===== src/rtl/elm_hidden_collector_if.sv =====
// elm_hidden_collector_if
// Groups the hidden-layer capture bus and the serialised output stream of the
// ELM hidden collector.
//   hidden_out    : neuron i activation at [i*IN_WIDTH +: IN_WIDTH]
//   hidden_valid  : bit i = neuron i outvalid (single-cycle pulse per frame)
//   stream_data   : serialised activation word for the output-layer neurons
//   stream_valid  : stream_data valid (next-layer myinputValid)
//   stream_last   : marks the word of index NUM_NEURONS-1
// Modports: master = hidden-layer side / stream consumer, slave = collector.
interface elm_hidden_collector_if #(
  parameter int NUM_NEURONS = 20,
  parameter int IN_WIDTH    = 8,
  parameter int DATA_WIDTH  = 16
);
  logic [NUM_NEURONS*IN_WIDTH-1:0] hidden_out;
  logic [NUM_NEURONS-1:0]          hidden_valid;
  logic [DATA_WIDTH-1:0]           stream_data;
  logic                            stream_valid;
  logic                            stream_last;

  modport master (
    output hidden_out, hidden_valid,
    input  stream_data, stream_valid, stream_last
  );

  modport slave (
    input  hidden_out, hidden_valid,
    output stream_data, stream_valid, stream_last
  );
endinterface


===== src/rtl/elm_hidden_collector.sv =====
// elm_hidden_collector
// Captures per-neuron hidden activations into a ping-pong buffer and replays
// each completed hidden vector as a one-word-per-cycle stream, followed by an
// idle gap so the output-layer neurons can detect end-of-vector.
// Ports:
//   clk      : clock, all logic on posedge
//   rst      : synchronous active-high reset
//   bus      : elm_hidden_collector_if.slave (hidden capture in, stream out)
//   busy     : a bank is full, the stream FSM is active, or a fill is underway
//   overflow : sticky error flag (duplicate or dropped activation), rst clears
module elm_hidden_collector #(
  parameter int NUM_NEURONS = 20,
  parameter int IN_WIDTH    = 8,
  parameter int DATA_WIDTH  = 16,
  parameter int SHIFT       = 0,
  parameter int GAP_CYCLES  = 4
) (
  input  logic                 clk,
  input  logic                 rst,
  elm_hidden_collector_if.slave bus,
  output logic                 busy,
  output logic                 overflow
);

  localparam int IDX_W = $clog2(NUM_NEURONS);
  localparam int GAP_W = $clog2(GAP_CYCLES + 1);
  localparam logic [IDX_W-1:0] LAST_IDX = IDX_W'(NUM_NEURONS - 1);
  localparam logic [GAP_W-1:0] GAP_LOAD = GAP_W'(GAP_CYCLES);
  localparam logic [GAP_W-1:0] GAP_ONE  = GAP_W'(1);

  generate
    if (IN_WIDTH + SHIFT > DATA_WIDTH - 1) begin : g_width_err
      $error("elm_hidden_collector: IN_WIDTH+SHIFT must not exceed DATA_WIDTH-1");
    end
    if (NUM_NEURONS < 2) begin : g_neuron_err
      $error("elm_hidden_collector: NUM_NEURONS must be >= 2");
    end
    if (GAP_CYCLES < 1) begin : g_gap_err
      $error("elm_hidden_collector: GAP_CYCLES must be >= 1");
    end
  endgenerate

  // Unsigned activation, zero-extended to the stream width then scaled.
  function automatic logic [DATA_WIDTH-1:0] scale_word(input logic [IN_WIDTH-1:0] a);
    logic [DATA_WIDTH-1:0] w;
    w = DATA_WIDTH'(a);
    return w << SHIFT;
  endfunction

  typedef enum logic [1:0] {
    S_IDLE   = 2'd0,
    S_STREAM = 2'd1,
    S_GAP    = 2'd2
  } state_t;

  state_t                        state_q, state_d;
  logic [IN_WIDTH-1:0]           bank_q [2][NUM_NEURONS];
  logic [1:0][NUM_NEURONS-1:0]   mask_q, mask_d;
  logic [1:0]                    full_q, full_d;
  logic                          fill_q, fill_d;
  logic                          strm_q, strm_d;
  logic                          ovf_q, ovf_d;
  logic [IDX_W-1:0]              idx_q, idx_d;
  logic [GAP_W-1:0]              gap_q, gap_d;
  logic [NUM_NEURONS-1:0]        wr_en;
  logic                          release_bank;
  logic [DATA_WIDTH-1:0]         sdata_q, sdata_d;
  logic                          svalid_q, svalid_d;
  logic                          slast_q, slast_d;

  // Stream FSM: next state and the word index to present next cycle.
  always_comb begin
    state_d      = state_q;
    idx_d        = idx_q;
    gap_d        = gap_q;
    strm_d       = strm_q;
    release_bank = 1'b0;
    case (state_q)
      S_IDLE: begin
        if (full_q[strm_q]) begin
          state_d = S_STREAM;
          idx_d   = '0;
        end
      end
      S_STREAM: begin
        if (idx_q == LAST_IDX) begin
          release_bank = 1'b1;
          strm_d       = ~strm_q;
          gap_d        = GAP_LOAD;
          state_d      = S_GAP;
        end else begin
          idx_d = idx_q + 1'b1;
        end
      end
      S_GAP: begin
        if (gap_q == GAP_ONE) begin
          state_d = S_IDLE;
        end else begin
          gap_d = gap_q - 1'b1;
        end
      end
      default: state_d = S_IDLE;
    endcase
  end

  // Capture into the fill bank and ping-pong bookkeeping. Full flags are
  // only ever read as registered values, so a bank released this edge is
  // not seen as free until the following cycle.
  always_comb begin
    mask_d = mask_q;
    full_d = full_q;
    fill_d = fill_q;
    ovf_d  = ovf_q;
    wr_en  = '0;
    if (!full_q[fill_q]) begin
      for (int i = 0; i < NUM_NEURONS; i++) begin
        if (bus.hidden_valid[i]) begin
          if (mask_q[fill_q][i]) begin
            ovf_d = 1'b1;
          end else begin
            mask_d[fill_q][i] = 1'b1;
            wr_en[i]          = 1'b1;
          end
        end
      end
      if (&mask_d[fill_q]) begin
        full_d[fill_q] = 1'b1;
      end
    end else if (|bus.hidden_valid) begin
      ovf_d = 1'b1;
    end
    if (full_q[fill_q] && !full_q[~fill_q]) begin
      fill_d = ~fill_q;
    end
    // The streaming bank is always full, so it never collides with a capture.
    if (release_bank) begin
      mask_d[strm_q] = '0;
      full_d[strm_q] = 1'b0;
    end
  end

  // Stream outputs are registered from the FSM's next state so they line up
  // with the state register.
  always_comb begin
    svalid_d = (state_d == S_STREAM);
    slast_d  = svalid_d && (idx_d == LAST_IDX);
    sdata_d  = svalid_d ? scale_word(bank_q[strm_q][idx_d]) : '0;
  end

  always_ff @(posedge clk) begin
    if (rst) begin
      state_q  <= S_IDLE;
      mask_q   <= '0;
      full_q   <= '0;
      fill_q   <= 1'b0;
      strm_q   <= 1'b0;
      ovf_q    <= 1'b0;
      idx_q    <= '0;
      gap_q    <= '0;
      svalid_q <= 1'b0;
      slast_q  <= 1'b0;
      sdata_q  <= '0;
    end else begin
      state_q  <= state_d;
      mask_q   <= mask_d;
      full_q   <= full_d;
      fill_q   <= fill_d;
      strm_q   <= strm_d;
      ovf_q    <= ovf_d;
      idx_q    <= idx_d;
      gap_q    <= gap_d;
      svalid_q <= svalid_d;
      slast_q  <= slast_d;
      sdata_q  <= sdata_d;
    end
  end

  // Bank storage carries no reset; the masks decide what is valid.
  always_ff @(posedge clk) begin
    for (int i = 0; i < NUM_NEURONS; i++) begin
      if (wr_en[i]) begin
        bank_q[fill_q][i] <= bus.hidden_out[i*IN_WIDTH +: IN_WIDTH];
      end
    end
  end

  assign bus.stream_data  = sdata_q;
  assign bus.stream_valid = svalid_q;
  assign bus.stream_last  = slast_q;
  assign overflow         = ovf_q;
  assign busy             = (|full_q) | (state_q != S_IDLE) | (|mask_q[fill_q]);

endmodule


===== src/flat_wrapper.sv =====
// flat-port wrapper written by rule: the top's interface ports become plain ports
module elm_hidden_collector_flat 
#(
  parameter int NUM_NEURONS = 20,
  parameter int IN_WIDTH    = 8,
  parameter int DATA_WIDTH  = 16,
  parameter int SHIFT       = 0,
  parameter int GAP_CYCLES  = 4
)
  (clk, rst, busy, overflow, bus_hidden_out, bus_hidden_valid, bus_stream_data, bus_stream_valid, bus_stream_last);
  elm_hidden_collector_if #(.NUM_NEURONS(NUM_NEURONS), .IN_WIDTH(IN_WIDTH), .DATA_WIDTH(DATA_WIDTH)) bus_i ();
  input  logic clk;
  input  logic rst;
  output logic busy;
  output logic overflow;
  input wire logic [$bits(bus_i.hidden_out)-1:0] bus_hidden_out;
  input wire logic [$bits(bus_i.hidden_valid)-1:0] bus_hidden_valid;
  output wire logic [$bits(bus_i.stream_data)-1:0] bus_stream_data;
  output wire logic [$bits(bus_i.stream_valid)-1:0] bus_stream_valid;
  output wire logic [$bits(bus_i.stream_last)-1:0] bus_stream_last;
  assign bus_i.hidden_out = bus_hidden_out;
  assign bus_i.hidden_valid = bus_hidden_valid;
  assign bus_stream_data = bus_i.stream_data;
  assign bus_stream_valid = bus_i.stream_valid;
  assign bus_stream_last = bus_i.stream_last;
  elm_hidden_collector #(.NUM_NEURONS(NUM_NEURONS), .IN_WIDTH(IN_WIDTH), .DATA_WIDTH(DATA_WIDTH), .SHIFT(SHIFT), .GAP_CYCLES(GAP_CYCLES)) u_core (.clk(clk), .rst(rst), .bus(bus_i), .busy(busy), .overflow(overflow));
endmodule

===== config.mk =====
export PLATFORM = sky130hd
export DESIGN_NAME = elm_hidden_collector_flat
export DESIGN_NICKNAME = d
export VERILOG_FILES = /design/src/rtl/elm_hidden_collector_if.sv /design/src/rtl/elm_hidden_collector.sv /design/src/flat_wrapper.sv
export SDC_FILE = /design/constraint.sdc
export NUM_CORES = 1
export LEC_CHECK = 0
export BUFFER_PORTS_ARGS = -buffer_cell sky130_fd_sc_hd__buf_4
export CAP_MARGIN = 40
export CORE_MARGIN = 1.5
export CORE_UTILIZATION = 45
export DETAILED_ROUTE_END_ITERATION = 12
export GPL_ROUTABILITY_DRIVEN = 0
export MAX_ROUTING_LAYER = met4
export PLACE_DENSITY_LB_ADDON = 0.08
export SYNTH_ARGS = -nofsm -noshare
export SYNTH_HDL_FRONTEND = slang
export SYNTH_SLANG_ARGS = --single-unit

===== constraint.sdc =====
create_clock -name clk -period 5.2 [get_ports clk]
set_input_delay 0.26 -clock clk [delete_from_list [all_inputs] [get_ports clk]]
set_output_delay 0.26 -clock clk [all_outputs]
set_load 0.02 [all_outputs]

# ---- After elaboration in Yosys (flattened, before gate mapping)
# Memories as Yosys holds them, arrays and structs flattened. A register that Yosys moved wholly into a read port is not among the register bits.
# Cells that the tools add are included.
dict set report word_totals {
  n_memories 1
  ramBits 320
  ff_bits 73
  latch_bits 0
  mem_bits_ro 0
  elab_cells 342
}
dict set report op_classes {
  muxes 265
  order_cmp 6
  n_bitwise 31
  reduce_logical 15
  n_eq_ne 9
  shift 0
  add_sub_neg 2
  div 0
  n_mul 0
}
# name depth width read_ports rd_ports_with_merged_regs write_ports line_no
set memory_table {}
lappend memory_table {u_core.bank_q 2 160 1 1 1 elm_hidden_collector.sv:57} ;# logic [IN_WIDTH-1:0] bank_q [2][NUM_NEURONS];
# operator n
set ops {}
lappend ops {{$mux 40} 62}
lappend ops {{$or 40x40->40} 20}
lappend ops {{$demux 20 s1} 21}
lappend ops {{$mux 20} 7}
lappend ops {{$mux 1} 139}
lappend ops {{$and 40x40->40} 1}
lappend ops {{$bmux 8 s5} 1}
lappend ops {{$not 40->40} 1}
lappend ops {{$reduce_or 20->1} 2}
lappend ops {{$mux 8} 3}
lappend ops {{$reduce_and 20->1} 1}
lappend ops {{$mux 19} 1}
lappend ops {{$mux 18} 1}
lappend ops {{$mux 17} 1}
lappend ops {{$mux 16} 1}
lappend ops {{$mux 15} 1}
lappend ops {{$mux 5} 3}
lappend ops {{$mux 14} 1}
lappend ops {{$mux 2} 7}
lappend ops {{$mux 13} 1}
lappend ops {{$mux 12} 1}
lappend ops {{$mux 11} 1}
lappend ops {{$eq 5x5->1 const B} 2}
lappend ops {{$mux 10} 1}
lappend ops {{other kinds (32)} 48}

# ---- Logic depth before layout (Yosys ltp)
# Gate-level depths: netlist of the first run.
dict set report logic_depth {
  word_depth 91
  ltp_mapped 13
}

# ---- Worst setup path after synthesis of the first run
# No wires, ideal clock.
dict set report synth_path {
  path_type {flip-flop to flip-flop}
  start {reg u_core.idx_q[0]}
  end {reg u_core.sdata_q[4] (netlist: u_core.bus.stream_data[4])}
  arrival_ps 2527
  path_stages_with_launch 11
  t_required_ps 5057
  setup_ps 143
  setup_slack_ps 2530
  cell_sequence {dfxtp_1 > ha_1 > nand4bb_4 > a21o_1 > and3_1 > buf_4 > buf_6 > buf_2 > mux4_2 > a2111oi_0 > o211ai_1}
}
dict set report synth_between {
  elab_chain_cells 7
  word_cells_on_any_way 14
  cone_classes {1 x add/sub; 2 x eq/ne; 8 x mux; 2 x bitwise; 1 x reduce/logical}
}
# element line_no
set synth_lines {}
lappend synth_lines {{from (decl)} elm_hidden_collector.sv:63} ;# logic [IDX_W-1:0] idx_q, idx_d;
lappend synth_lines {{from (signal assigned)} elm_hidden_collector.sv:170} ;# idx_q <= idx_d;
lappend synth_lines {{$add 5x1->5 / $eq 5x5->1 (equally long branches)} {elm_hidden_collector.sv:92, elm_hidden_collector.sv:86}}
lappend synth_lines {{$mux 5} elm_hidden_collector.sv:86} ;# if (idx_q == LAST_IDX) begin
lappend synth_lines {{$pmux 5 s2} elm_hidden_collector.sv:78} ;# case (state_q)
lappend synth_lines {{$not 5->6 (implied by the code)} elm_hidden_collector.sv:147} ;# sdata_d = svalid_d ? scale_word(bank_q[strm_q][idx_d]) : '0;
lappend synth_lines {{$bmux 8 s5} elm_hidden_collector.sv:147}
lappend synth_lines {{$mux 8 (implied by the code) (2 in a row)} elm_hidden_collector.sv:147}
lappend synth_lines {{to (signal assigned)} elm_hidden_collector.sv:174} ;# sdata_q <= sdata_d;
lappend synth_lines {{to (decl)} elm_hidden_collector.sv:67} ;# logic [DATA_WIDTH-1:0] sdata_q, sdata_d;
# Several ways; a longest one is shown, not always the timed one. The select of a mux whose other input is x is not followed.
# A chain may end at the register's enable or synchronous reset.

# ---- Worst setup path after layout of the first run
dict set report layout_path {
  start {reg u_core.state_q[0]}
  end {reg u_core.sdata_q[3] (netlist: u_core.bus.stream_data[3])}
}
dict set report layout_between {
  elab_chain_cells 6
  word_cells_on_any_way 15
  cone_classes {3 x eq/ne; 8 x mux; 2 x bitwise; 2 x reduce/logical}
}
# element line_no
set layout_lines {}
lappend layout_lines {{from (decl)} elm_hidden_collector.sv:56} ;# state_t state_q, state_d;
lappend layout_lines {{from (signal assigned)} elm_hidden_collector.sv:164} ;# state_q <= state_d;
lappend layout_lines {{$eq 2x1->1 / $logic_not 2->1 (equally long branches)} elm_hidden_collector.sv:78}
lappend layout_lines {{$pmux 5 s2} elm_hidden_collector.sv:78}
lappend layout_lines {{$not 5->6 (implied by the code)} elm_hidden_collector.sv:147}
lappend layout_lines {{$bmux 8 s5} elm_hidden_collector.sv:147}
lappend layout_lines {{$mux 8 (implied by the code) (2 in a row)} elm_hidden_collector.sv:147}
# Several ways; a longest one is shown, not always the timed one. The select of a mux whose other input is x is not followed.

==> qor.yml, run 1 <==
status:
  status: "finished clean"
floorplanning:
  dieHeight_um: 190.5
  dieArea_mm2: 0.03629
  fp-row-count: 68
  die_x_um: 190.5
  fp.coreArea_mm2: 0.03454
  start_util_pct: 45.79
  io_pins: 202
drt:
  wl_met2_um: 20790
  dr.max_layer_used: "met4"
  detail_route.wirelength_um: 43320
  drc: 0
  drt_first_pass_iters: 5
  ant_nets: 0
  viasPerCell: 5.547
  wl_per_cell_um: 23.13
  drt-met1-wl_um: 18610
  wl_met3_um: 2655
  first_iter_violations: 830
  vias: 10390
global_route:
  track_usage_pct: 25.02
  grt_pass1_wl_um: 64290
  grt_overflow: 0
  antenna_found_initial: 0
  grt_max_degree: 34
  grt_pass1_vias: 10620
critical_path:
  required_ns: 5.60
  ff2ff_path_depth: 9
  r2r-end: "u_core.bus.stream_data[3]"
  reg2reg_from: "u_core.state_q[0]"
  ff2ff_setup_slack_ns: 1.42
  cp-end-kind: "flip-flop"
  critPathKind: "reg2reg"
  critPathLaunchType: "flip-flop"
  worstPathArrival_ns: 4.19
  crit_fanout: 33
  cp-startpoint: "u_core.state_q[0]"
yosys:
  synth_top_area_share_pct: 60.75
  synth-edff-count: 320
  yosysUniqueCellTypes: 60
  ys_seq_elements: 386
  synthCells: 988
  yosysSeqAreaShare_pct: 69.10
  avgSynthCellArea_um2: 16.01
  synth_common_cells: "edfxtp_1, nor2_1, mux4_2"
  synth_area_mm2: 0.01582
  synthTopCellsByArea: "edfxtp_1, mux4_2, dfxtp_1"
  synthMostInstantiatedCell: "edfxtp_1"
  ys_warn_count: 0
  synthFlopType: "edfxtp_1"
  async_flop_share_pct: 0
  synth_largest_area_cell: "edfxtp_1"
sta:
  slew_viol_final: 0
  fmax_mhz: 264.3
  maxSlewHeadroom_pct: 39.91
  fin_tns_setup_ns: 0
  rsz0062_at_grt: "no"
  skew_ns: 0.02187
  min_period_ns: 3.784
  worst_pin_slew_ns: 0.9013
  timing.final.crit_share_pct: 72.76
  hold_violations: 0
  setup_viol: 0
power:
  leakage_nw: 7.342
  powerDensity_mw_per_mm2: 320.5
  peakVddDrop_mv: 0.2819
  power_mw: 6.694
clocking:
  clk_latency_ns: 0.56
  clock_sinks: 386
  clk_pin_slew_ns: 0.06
  clock_path_buffers: 3
  cts_tree: "yes"
  post-cts-setup-buffers: 0
  cts-root-buf: "clkbuf_16"
  cts.repair.resized: 0
  htree_levels: 2
  cts_hold_buf: 173
  cts_made_buffers: 41
cells_and_area:
  area_delta_synth_final_pct: 32.03
  num-fill-cells: 2680
  finalNetCount: 1574
  finalInstanceArea_mm2: 0.02089
  drive_gt1_share_pct: 28.56
  diodes: 0
placed_design:
  place_area_mm2: 0.01789
  io_buffers: 193
  dpl.hpwl_um: 30630
run:
  cap_violations: 0
worst_hold_path:
  hp-class: "in2reg"
  worstHoldPathCells: 3
  worstHoldEndpoint: "u_core.mask_q[13]"
  hp-start: "bus_hidden_valid[13]"
-- how the worst max path moves through the flow --
| stage | endpoint | slack, ns |
|---|---|---|
| after CTS | u_core.bus.stream_data[3] | 1.47 |
| after floorplan | u_core.bus.stream_data[4] | 2.53 |
| after detailed placement | u_core.bus.stream_data[3] | 1.49 |
| after global routing | u_core.bus.stream_data[3] | 1.19 |
| after global placement | u_core.bus.stream_data[3] | 1.54 |
| final | u_core.bus.stream_data[3] | 1.42 |
-- power breakdown --
| part | switching (mW) | leakage [nW] | internal (mW) | total, mW |
|---|---|---|---|---|
| combinational | 0.213 | 3.23 | 0.259 | 0.472 |
| sequential | 0.0267 | 3.50 | 3.45 | 3.47 |
| clock | 1.18 | 0.615 | 1.57 | 2.75 |
| total | 1.41 | 7.34 | 5.28 | 6.69 |
-- per-stage QoR --
stage                     util (%)  hold WS, ns  instances  worst slack [ns]
after floorplan                  -       0.3291        995             2.530
after CTS                    60.46     0.002055       1873             1.470
after detailed placement     51.79       0.4475       1624             1.491
after global routing         60.46      0.02047       1873             1.195
final                        60.46      0.01591       1873             1.416
after global placement       51.37       0.4418       1606             1.541
-- layout make-up --
class | instances | area [µm²] | share of cell area [%]
flip-flops and latches | 386 | 10930 | 52.35
clock buffers | 60 | 1137 | 5.446
well taps | 455 | 569.3 | 2.726
multi-input cells | 530 | 4553 | 21.80
clock inverters | 16 | 126.4 | 0.6051
inverters | 24 | 90.09 | 0.4313
repair buffers | 402 | 3475 | 16.64
-- routing by layer --
layer,vias to the layer above,track usage (%)
met4,0,7.632
met3,87,3.901
met5,-,-
met1,5231,33.97
met2,374,39.13
li1,4697,-
-- worst max-delay path, stage by stage (launching register included) --
cell	delay [ns]
dfxtp_1	0.41
ha_1	0.64
inv_1	0.20
nand3_2	0.20
and3_4	0.57
buf_12	0.29
mux4_2	0.39
nor3b_1	0.18
nor4_1	0.53
a31oi_1	0.15
-- cell usage in the layout, fill, tap and decap left out, types with 24 or more instances in the layout --
| cell | Yosys | final |
|---|---|---|
| a21oi_1 | 53 | 53 |
| buf_4 | 12 | 226 |
| clkbuf_16 | 0 | 41 |
| dfxtp_1 | 66 | 65 |
| dlygate4sd3_1 | 0 | 173 |
| edfxtp_1 | 320 | 320 |
| inv_1 | 24 | 24 |
| mux2_2 | 25 | 25 |
| mux2i_1 | 32 | 32 |
| mux4_2 | 69 | 69 |
| nand2_1 | 34 | 34 |
| nor2_1 | 96 | 96 |
-- state kept, by name (all words and copies together), names as in the netlist, named ones only --
| register | cells |
|---|---|
| u_core.overflow | 1 |
| u_core.strm_q | 1 |
| u_core.bank_q | 320 |
| u_core.bus.stream_last | 1 |
| u_core.fill_q | 1 |
| u_core.state_q | 2 |
| u_core.gap_q | 3 |
| u_core.bus.stream_valid | 1 |
| u_core.full_q | 2 |
| u_core.bus.stream_data | 8 |
| u_core.mask_q | 40 |
| u_core.idx_q | 5 |
-- logic make-up (layout without fill, tap and decap cells) --
group	count (synthesis)	in the layout	synth area share, %
DFF	386	386	69.10
and+or+nand+nor	240	240	7.783
AOI/OAI and AO/OA	145	145	6.162
muxes	127	127	13.72
buffers and inverters	79	502	2.492
adders and majority gates	7	7	0.5536
xor gates and xnor gates	3	3	0.1661
other	1	8	0.02371
Power figures use the tool's default switching activity.
==> run 2: changes to the inputs <==
==> constraint.sdc (replaced) <==
create_clock -name clk -period 3.85 [get_ports clk]
set_input_delay 0.1925 -clock clk [delete_from_list [all_inputs] [get_ports clk]]
set_output_delay 0.1925 -clock clk [all_outputs]
set_load 0.02 [all_outputs]
==> run 2 against run 1 <==
Worst hold slack better by 0.37 ns. First-iteration DRC count is 7.5% lower. Fmax is 9.3% higher. Core utilization is 1.2 points higher. Worst setup slack worse by 1.0 ns. Final cell count is 2.1% higher. Critical endpoint is now u_core.bus.stream_data[7]. Combinational power is 37% higher.
==> qor.yml, run 2 (synthesis results as in run 1) <==
status:
  status: "finished clean"
cells_and_area:
  finalNetCount: 1615
  regMostFlops: "u_core.bank_q"
  num-fill-cells: 2657
  finalInstanceArea_mm2: 0.02131
  area_delta_synth_final_pct: 34.72
  layout_commonest_cell: "edfxtp_1"
  layout_common_cells: "edfxtp_1, buf_4, dlygate4sd3_1"
  regArea_mm2: 0.01093
  diodes: 0
  fin_cells: 1913
  final_core_util_pct: 61.70
  multi_input_area_mm2: 0.004529
  largest_reg_flops: 320
  drive_gt1_share_pct: 30.32
drt:
  detail_route.wirelength_um: 43330
  viasPerCell: 5.485
  drt_first_pass_iters: 5
  ant_nets: 0
  vias: 10490
  first_iter_violations: 768
  wl_per_cell_um: 22.65
  drc: 0
clocking:
  htree_levels: 2
  cts-root-buf: "clkbuf_16"
  clk_pin_slew_ns: 0.06
  clk_latency_ns: 0.53
  cts_made_buffers: 42
  cts.repair.resized: 0
  clock_path_buffers: 3
  clock_sinks: 386
  cts_tree: "yes"
sta:
  rsz0062_at_grt: "no"
  slew_viol_final: 0
  fin_tns_setup_ns: 0
  min_period_ns: 3.460
  skew_ns: 0.01707
  setup_viol: 0
  fmax_mhz: 289.0
  timing.final.crit_share_pct: 89.88
  holdWs_ns: 0.3843
  worst_pin_slew_ns: 0.8713
  maxSlewHeadroom_pct: 41.70
  hold_violations: 0
placed_design:
  dpl.hpwl_um: 30070
  place_inst: 1656
  place_area_mm2: 0.01811
  io_buffers: 193
power:
  comb_power_share_pct: 6.9
  peakVddDrop_mv: 0.3266
  seq_power_share_pct: 50.3
  switchingPower_mw: 1.911
  clock_power_share_pct: 42.8
  intPower_mw: 7.412
  p_sw_share_pct: 20.50
  leakage_nw: 7.603
  powerDensity_mw_per_mm2: 437.5
global_route:
  grt_pass1_vias: 10680
  track_usage_pct: 24.68
  grt_max_degree: 40
  antenna_found_initial: 0
  grt_overflow: 0
  grt_pass1_wl_um: 64100
critical_path:
  critPathLaunchType: "flip-flop"
  critPathKind: "reg2reg"
  crit_fanout: 24
  worstPathArrival_ns: 3.84
  cp-end-kind: "flip-flop"
  required_ns: 4.22
floorplanning:
  die_x_um: 190.5
  io_pins: 202
  dieHeight_um: 190.5
  start_util_pct: 45.79
  dieArea_mm2: 0.03629
  fp-row-count: 68
  fp.coreArea_mm2: 0.03454
worst_hold_path:
  hp-class: "in2reg"
run:
  cap_violations: 0
-- run 2: changes by cell type in the layout (fill, tap and decap cells not counted), moves of 2 or more --
cell	delta
clkbuf_16	+5
clkbuf_1	-6
clkinv_1	-4
dlygate4sd3_1	+8
clkinv_8	-2
nor3_2	-4
clkinv_2	+4
buf_4	+32
nor3_1	+4
-- run 2: final cells by class --
type,count,area share [%]
multi-input cells,530,21.25
clock inverters,16,0.6282
repair buffers,442,17.84
inverters,24,0.4227
clock buffers,60,5.883
flip-flops and latches,386,51.31
well taps,455,2.671
-- run 2: through the flow --
step           power (mW)  setup WS (ns)
4_1_cts             9.408         0.4052
5_1_grt             9.609        0.08934
6_report            9.324         0.3896
2_1_floorplan       4.958          1.180
3_3_place_gp        5.267         0.4849
3_5_place_dp        5.273         0.4094
-- run 2: power by group through the flow --
stage	registers, mW	clock network, mW	logic, mW
2_1_floorplan	4.76	0	0.194
3_3_place_gp	4.78	0	0.492
3_5_place_dp	4.78	0	0.497
4_1_cts	4.69	4.07	0.646
5_1_grt	4.70	4.22	0.688
6_report	4.69	3.99	0.647
-- run 2: repair_timing --
| action | in CTS | in global routing |
|---|---|---|
| buffers inserted | 0 | 0 |
| hold endpoints to repair | 366 | 0 |
| hold buffers | 181 | 0 |
-- run 2: final timing paths --
kind	start	to	slack [ns]	cells past startpoint
hold reg to reg	u_core.mask_q[31]	u_core.mask_q[31]	0.46	2
setup / recovery	u_core.state_q[0]	u_core.bus.stream_data[7]	0.39	10
setup reg to reg	u_core.state_q[0]	u_core.bus.stream_data[7]	0.39	10
hold / removal	bus_hidden_out[138]	u_core.bank_q[1][18]	0.38	2
-- run 2: metal layers --
layer | up-vias | wire length (µm) | global-route usage [%]
met1 | 5326 | 19260 | 33.87
met5 | - | 0 | -
li1 | 4785 | - | -
met3 | 60 | 1912 | 2.466
met2 | 321 | 21330 | 39.96
met4 | 0 | 825 | 5.966
-- run 2: critical path: stages, from the launching register on --
cell and delay [ns]:
dfxtp_1 0.34, inv_1 0.09, ha_1 0.36, inv_1 0.17, o2111ai_4 0.33, and3_4 0.53
buf_4 0.27, mux4_2 0.30, nor3b_1 0.15, a2111oi_0 0.55, o211ai_1 0.20
